**src/rtl/cpu_pkg.sv**
```systemverilog
// Shared CPU definitions: instruction width, opcode encoding and the legal-opcode test
// used by the fetch stage and the control state machine.
package cpu_pkg;

    localparam int INSTR_W = 16;
    localparam int OPC_W   = 4;

    typedef enum logic [OPC_W-1:0] {
        OP_NOOP  = 4'd0,
        OP_STORE = 4'd1,
        OP_LOAD  = 4'd2,
        OP_ADD   = 4'd3,
        OP_SUB   = 4'd4,
        OP_HALT  = 4'd5
    } opcode_t;

    localparam logic [OPC_W-1:0] OP_MAX = OP_HALT;

    function automatic logic opc_illegal(input logic [INSTR_W-1:0] instr);
        return instr[INSTR_W-1 -: OPC_W] > OP_MAX;
    endfunction

endpackage

```
**src/rtl/fetch_pc_counter.sv**
```systemverilog
// Program counter: synchronous clear, gated increment, and a one-cycle pulse
// registered on the edge where the count rolls over from all-ones to zero.
module fetch_pc_counter #(
    parameter int ADDR_W = 7
) (
    input  logic              Clk,
    input  logic              ResetN,
    input  logic              clr,
    input  logic              en,
    input  logic              inc,
    output logic [ADDR_W-1:0] count,
    output logic              wrap
);

    // NOTE: sequential state uses non-blocking assignments so every register samples pre-edge values.
    always_ff @(posedge Clk) begin
        if (!ResetN) begin
            count <= '0;
            wrap  <= 1'b0;
        end else if (clr) begin
            count <= '0;
            wrap  <= 1'b0;
        end else if (en && inc) begin
            count <= count + 1'b1;
            wrap  <= &count;
        end else begin
            wrap  <= 1'b0;
        end
    end

endmodule

```
**src/rtl/instr_fetch_unit.sv**
```systemverilog
// Fetch stage: PC, ROM-latency ready tracking and the instruction register.
// Optional opcode legality flag is built only when ILLEGAL_OP_DET_EN is defined.
module instr_fetch_unit
    import cpu_pkg::*;
#(
    parameter int ADDR_W  = 7,
    parameter int ROM_LAT = 1
) (
    input  logic               Clk,
    input  logic               ResetN,
    input  logic               PCclr,
    input  logic               PCup,
    input  logic               IR_Id,
    input  logic [INSTR_W-1:0] InstrData,
    output logic [ADDR_W-1:0]  PCaddr,
    output logic [INSTR_W-1:0] IRout,
    output logic               IRvalid,
    output logic               PCwrap,
    output logic               FetchErr,
    output logic               IllegalOp
);

    localparam logic [0:0] ST_WAIT  = 1'b0;
    localparam logic [0:0] ST_READY = 1'b1;
    localparam logic [1:0] LAT_INIT = ROM_LAT[1:0];
    localparam logic [0:0] ST_INIT  = (ROM_LAT == 0) ? ST_READY : ST_WAIT;

    logic [0:0]         state;
    logic [1:0]         lat_cnt;
    logic               ready;
    logic               blocked;
    logic               pc_change;
    logic [INSTR_W-1:0] ir_next;
    logic               irv_next;
    logic               ferr_next;

    assign ready     = (ROM_LAT == 0) ? 1'b1 : (state == ST_READY);
    // An underrun holds the PC so the retried fetch reads the same word.
    assign blocked   = IR_Id && !ready;
    assign pc_change = PCclr || (PCup && !blocked);

    fetch_pc_counter #(.ADDR_W(ADDR_W)) u_pc (
        .Clk    (Clk),
        .ResetN (ResetN),
        .clr    (PCclr),
        .en     (!blocked),
        .inc    (PCup),
        .count  (PCaddr),
        .wrap   (PCwrap)
    );

    always_ff @(posedge Clk) begin
        if (!ResetN || pc_change) begin
            state   <= ST_INIT;
            lat_cnt <= LAT_INIT;
        end else if (state == ST_WAIT) begin
            lat_cnt <= (lat_cnt == 2'd0) ? 2'd0 : lat_cnt - 2'd1;
            if (lat_cnt <= 2'd1) state <= ST_READY;
        end
    end

    // NOTE: every always_comb output gets a default first, otherwise a missed branch infers a latch.
    always_comb begin
        ir_next   = IRout;
        irv_next  = IRvalid;
        ferr_next = FetchErr;
        if (PCclr) begin
            irv_next = 1'b0;
        end else if (IR_Id) begin
            if (ready) begin
                ir_next  = InstrData;
                irv_next = 1'b1;
            end else begin
                irv_next  = 1'b0;
                ferr_next = 1'b1;
            end
        end
    end

    always_ff @(posedge Clk) begin
        if (!ResetN) begin
            IRout    <= '0;
            IRvalid  <= 1'b0;
            FetchErr <= 1'b0;
        end else begin
            IRout    <= ir_next;
            IRvalid  <= irv_next;
            FetchErr <= ferr_next;
        end
    end

`ifdef ILLEGAL_OP_DET_EN
    always_ff @(posedge Clk) begin
        if (!ResetN || PCclr) IllegalOp <= 1'b0;
        else                  IllegalOp <= irv_next && opc_illegal(ir_next);
    end
`else
    assign IllegalOp = 1'b0;
`endif

endmodule
```
**config.mk**
```make
export PLATFORM = sky130hd
export DESIGN_NAME = instr_fetch_unit
export DESIGN_NICKNAME = d
export VERILOG_FILES = /design/src/rtl/cpu_pkg.sv /design/src/rtl/fetch_pc_counter.sv /design/src/rtl/instr_fetch_unit.sv
export SDC_FILE = /design/constraint.sdc
export NUM_CORES = 1
export LEC_CHECK = 0
export BUFFER_PORTS_ARGS = -buffer_cell sky130_fd_sc_hd__buf_4
export CAP_MARGIN = 15
export CORE_UTILIZATION = 47
export DETAILED_ROUTE_END_ITERATION = 6
export PLACE_DENSITY = 0.74
export SYNTH_ARGS = -nofsm -noshare
export SYNTH_HDL_FRONTEND = slang
export SYNTH_HIERARCHICAL = 1
export SYNTH_SLANG_ARGS = --single-unit
```
**constraint.sdc**
```tcl
create_clock -name Clk -period 1.4 [get_ports Clk]
set_input_delay 0.28 -clock Clk [delete_from_list [all_inputs] [get_ports Clk]]
set_output_delay 0.28 -clock Clk [all_outputs]
set_load 0.005 [all_outputs]
```
### Word level (Yosys, flattened, before mapping)

Cells that the tools add are included.
Widths: inputs -> output; s select.

* bits in registers: 29
* input port bits: 21
* output and inout port bits: 27
* word-level logic and storage cells: 31

* add/sub/neg operators: 2
* magnitude comparators: 1
* multiplexer cells: 4
* bitwise operators: 4
* reductions and logical operators: 13

Operators by type and width (number)
* $add 7x1->7 const B: 1
* $reduce_and 7->1: 1
* $reduce_and 3->1: 2
* $not 1->1: 4
* $logic_not 1->1: 3
* $mux 1: 3
* $reduce_or 3->1: 1
* $le 2x1->1 const B: 1
* $logic_and 1x1->1: 2
* $logic_not 2->1: 1
* $logic_or 1x1->1: 2
* $mux 2: 1
* $reduce_or 2->1: 1
* $sub 2x1->2 const B: 1

### Longest topological paths before layout

* depth in word-level cells: 6
* depth in mapped cells: 4
* mapped depth without buffers: 4

### Cells and area by module

Netlist, hierarchy kept.

Modules (own cells, without submodules)
* instr_fetch_unit: times used 1, cells an instance 91, area an instance 868.3 µm², seq. area each 420.4 µm²
* fetch_pc_counter: times used 1, cells an instance 39, area an instance 336.6 µm², seq. area each 160.2 µm²

### Worst setup path after synthesis

Ideal clock, no wire load.

* path kind: reg2reg
* from: register state, in the netlist ready
* to: register u_pc.count[5]
* data arrival time: 1.167 ns
* data required time: 1.330 ns
* setup slack: 0.162 ns
* stages on the path, launching flop included: 5
* path buffers: 0
* period minus slack after synthesis: 1.238 ns
* cells stage by stage: dfxtp_1 > nand2b_4 > nand4_1 > or3_1 > a21oi_1

* cells in the longest elaborated chain, start to end: 4

Ends and longest elaborated chain
* from (decl): line instr_fetch_unit.sv:28 `logic [0:0] state;`
* from (signal assigned): line instr_fetch_unit.sv:54 `state <= ST_INIT;`
* from (signal assigned): line instr_fetch_unit.sv:58 `if (lat_cnt <= 2'd1) state <= ST_READY;`
* $logic_not 1->1: line instr_fetch_unit.sv:39 `assign blocked = IR_Id && !ready;`
* $logic_and 1x1->1: line instr_fetch_unit.sv:39
* $logic_not 1->1: line instr_fetch_unit.sv:46 `.en (!blocked),`
* $logic_and 1x1->1: line fetch_pc_counter.sv:23 `end else if (en && inc) begin`
* to (signal assigned): line fetch_pc_counter.sv:24 `count <= count + 1'b1;`
* to (decl): line fetch_pc_counter.sv:11 `output logic [ADDR_W-1:0] count,`

No other way between the ends.
A chain may end at the register's enable or synchronous reset.

### Worst setup path after layout

* from: register u_pc.count[0]
* to: register u_pc.count[4]

* cells in the longest elaborated chain, start to end: 1

Ends and longest elaborated chain (line)
* $add 7x1->7: fetch_pc_counter.sv:24

No other way between the ends.

==> results.toml <==
[yosys]
syn_inst = 130
netlist_area_um2 = 1200
yosys_warnings = 6
ys_types = 31
synth_commonest_cells = "nand2_1 (36), dfxtp_1 (29), mux2i_1 (17)"
async_flop_share = 0
synth.largest_area_cell = "dfxtp_1"
ys.flop_type = "dfxtp_1"
netlist.area_leader.share = 0.482
seq_area_frac_synth = 0.482
syn-num-nets = 152
avgSynthCellArea_um2 = 9.27
synth_edf_count = 0
ys_ff_latch = 29
synth_area_leaders = "dfxtp_1 (48%), mux2i_1 (14%), nand2_1 (11%)"
yosysMostFrequentCell = "nand2_1"

[critical_path]
ff2ff_setup_slack_ns = 0.09
required_ns = 1.65
critPathArrivalTime_ns = 1.56
end_kind = "flop"
crit_type = "flop to flop"
crit_path_start_kind = "flop"
startpoint = "u_pc/count[0]$_SDFFE_PP0P_"
path_cells = "ha_1 -> nand3_2 -> or3_1 -> a21oi_1"
path_max_fanout = 6
crit_buf_inv = 0
r2r_start = "u_pc/count[0]$_SDFFE_PP0P_"
max_stage_delay_ns = 0.41
crit_family = "simple AND/OR/NAND/NOR gates"
crit_slowest_cell = "dfxtp_1"

[detailed_routing]
drt_iter0_drc = 12
first_pass_iters = 4
routed_wl_mm = 2.34
postRouteAntennaNets = 0
wl_per_cell_um = 11.3
viasPerCell = 5.00
vias = 1040
drc = 0

[sta]
setup-tns-final_ns = 0
setup_violations = 0
drv_slew = 0
skew_ns = 0.00862
layout_min_cycle_time_ns = 1.31
hold_violations = 0
fmax_mhz = 763
fin_crit_sh = 0.936
fin_ws_ns = 0.0896
grt_setup_unrepaired = "false"

[status]
outcome = "completed"

[die]
fp.dieW_um = 52.6
die_area_um2 = 2770
rows = 17
io_pins = 48
die_h_um = 52.6
core_area_um2 = 2320
start_util = 0.520

[cells_and_area]
nets = 201
nFillCells = 196
final_cells = 208
multi_input_area_um2 = 562
fin_util = 0.697
drive_gt1_frac = 0.328
seq_area_um2 = 581
synthToLayoutAreaGrowth_pct = 34.2
antenna_cells = 0

[placed_design]
dp.cells = 200
numPortBuffers = 46
gp_congestion = 0.738
hpwl_mm = 1.79
post-place-ws_ns = 0.131

[global_routing]
grt_util_all_layers = 0.193
antenna_found_initial = 0
grt_pass1_wl_mm = 3.77
grt_max_degree = 22
grt_pass1_vias = 906
overflow = 0

[clocking]
hold_buffers = 0
clock-sinks = 29
path_clk_slew_ns = 0.09
post_cts_resized = 0
clock_latency_ns = 0.32
root_buffer = "clkbuf_4"
post_cts_buffers = 0
cts_buffers = 5
cts_max_level = 2
cts_tree = "yes"
clock_path_buffers = 2

[hold_path]
hold_start = "PCup"
min_path_type = "input port to flop"

[power]
ir_drop_v = 0.000786
power.leakage_nw = 0.683
power.density_nw_per_um2 = 904

[job]
drv_cap = 0
==> state kept, by name, summed over array words and instances (netlist names) <==
register    cells
ready           1
FetchErr        1
u_pc/count      7
IRout          16
u_pc/wrap       1
IRvalid         1
lat_cnt         2
==> report_power, final <==
group | leakage, nW | switching (W) | internal (W) | total, W
clock network | 0.0320 | 0.000275 | 0.000191 | 0.000466
registers | 0.235 | 0.00000927 | 0.000840 | 0.000849
logic | 0.417 | 0.0000642 | 0.0000819 | 0.000146
==> cell usage in the layout, fill, tap and decap left out <==
cell,netlist,final
dfxtp_1,29,29
clkbuf_4,0,5
conb_1,1,1
nor2_1,3,3
clkinv_2,0,2
nand2b_1,2,2
nand3_2,1,1
ha_1,1,1
a211oi_1,1,1
nor2b_1,1,1
and3b_1,1,1
mux2i_1,17,17
or3_1,4,4
nand2_1,36,36
o21ai_0,5,5
nand3_1,2,2
buf_12,1,1
a21oi_1,5,5
xnor2_1,1,1
nand2b_4,1,1
a2111o_1,1,1
a221oi_1,1,1
o21a_1,1,1
xor2_1,1,1
buf_4,1,48
and2_2,1,1
nor3_1,1,1
nand4_1,2,2
clkbuf_1,3,1
nor3b_1,2,2
inv_1,2,2
==> final cells by class <==
type,instances,share of cell area
Clock buffer,6,0.0255
Clock inverter,2,0.00619
Inverter,2,0.00464
Multi-Input combinational cell,92,0.348
Sequential cell,29,0.359
Tap cell,28,0.0217
Timing Repair Buffer,49,0.235
==> worst paths after layout <==
kind	to	cells after the start
min	lat_cnt[1]$_SDFFE_PP0N_	2
min reg2reg	IRout[12]$_SDFFE_PN0P_	2
max reg2reg	u_pc/count[4]$_SDFFE_PP0P_	4
max	u_pc/count[4]$_SDFFE_PP0P_	4
==> through the flow <==
stage	hold slack [ns]	cell area, um^2	total power, W
after floorplan	0.374	1200	0.000938
after global placement	0.443	1570	0.00101
after detailed placement	0.449	1570	0.00102
after CTS	0.176	1620	0.00148
after global routing	0.183	1620	0.00155
final	0.197	1620	0.00146
==> cell families after synthesis <==
group           count (synthesis)  share of synthesized area
compound gates                 14                     0.0706
other cells                     1                    0.00311
mux                            17                      0.141
flops                          29                      0.482
simple gates                   57                      0.226
buf+inv                         9                     0.0519
xor+xnor                        2                     0.0145
fa+ha+maj                       1                     0.0104
==> metal layers <==
layer,routed length [um],global-route usage,vias up
met3,168,0.0696,5
met1,1020,0.208,464
met2,1100,0.310,35
li1,-,-,536
met5,0,0,-
met4,46,0.132,0
Note: power is estimated with default switching activity, not from simulation.
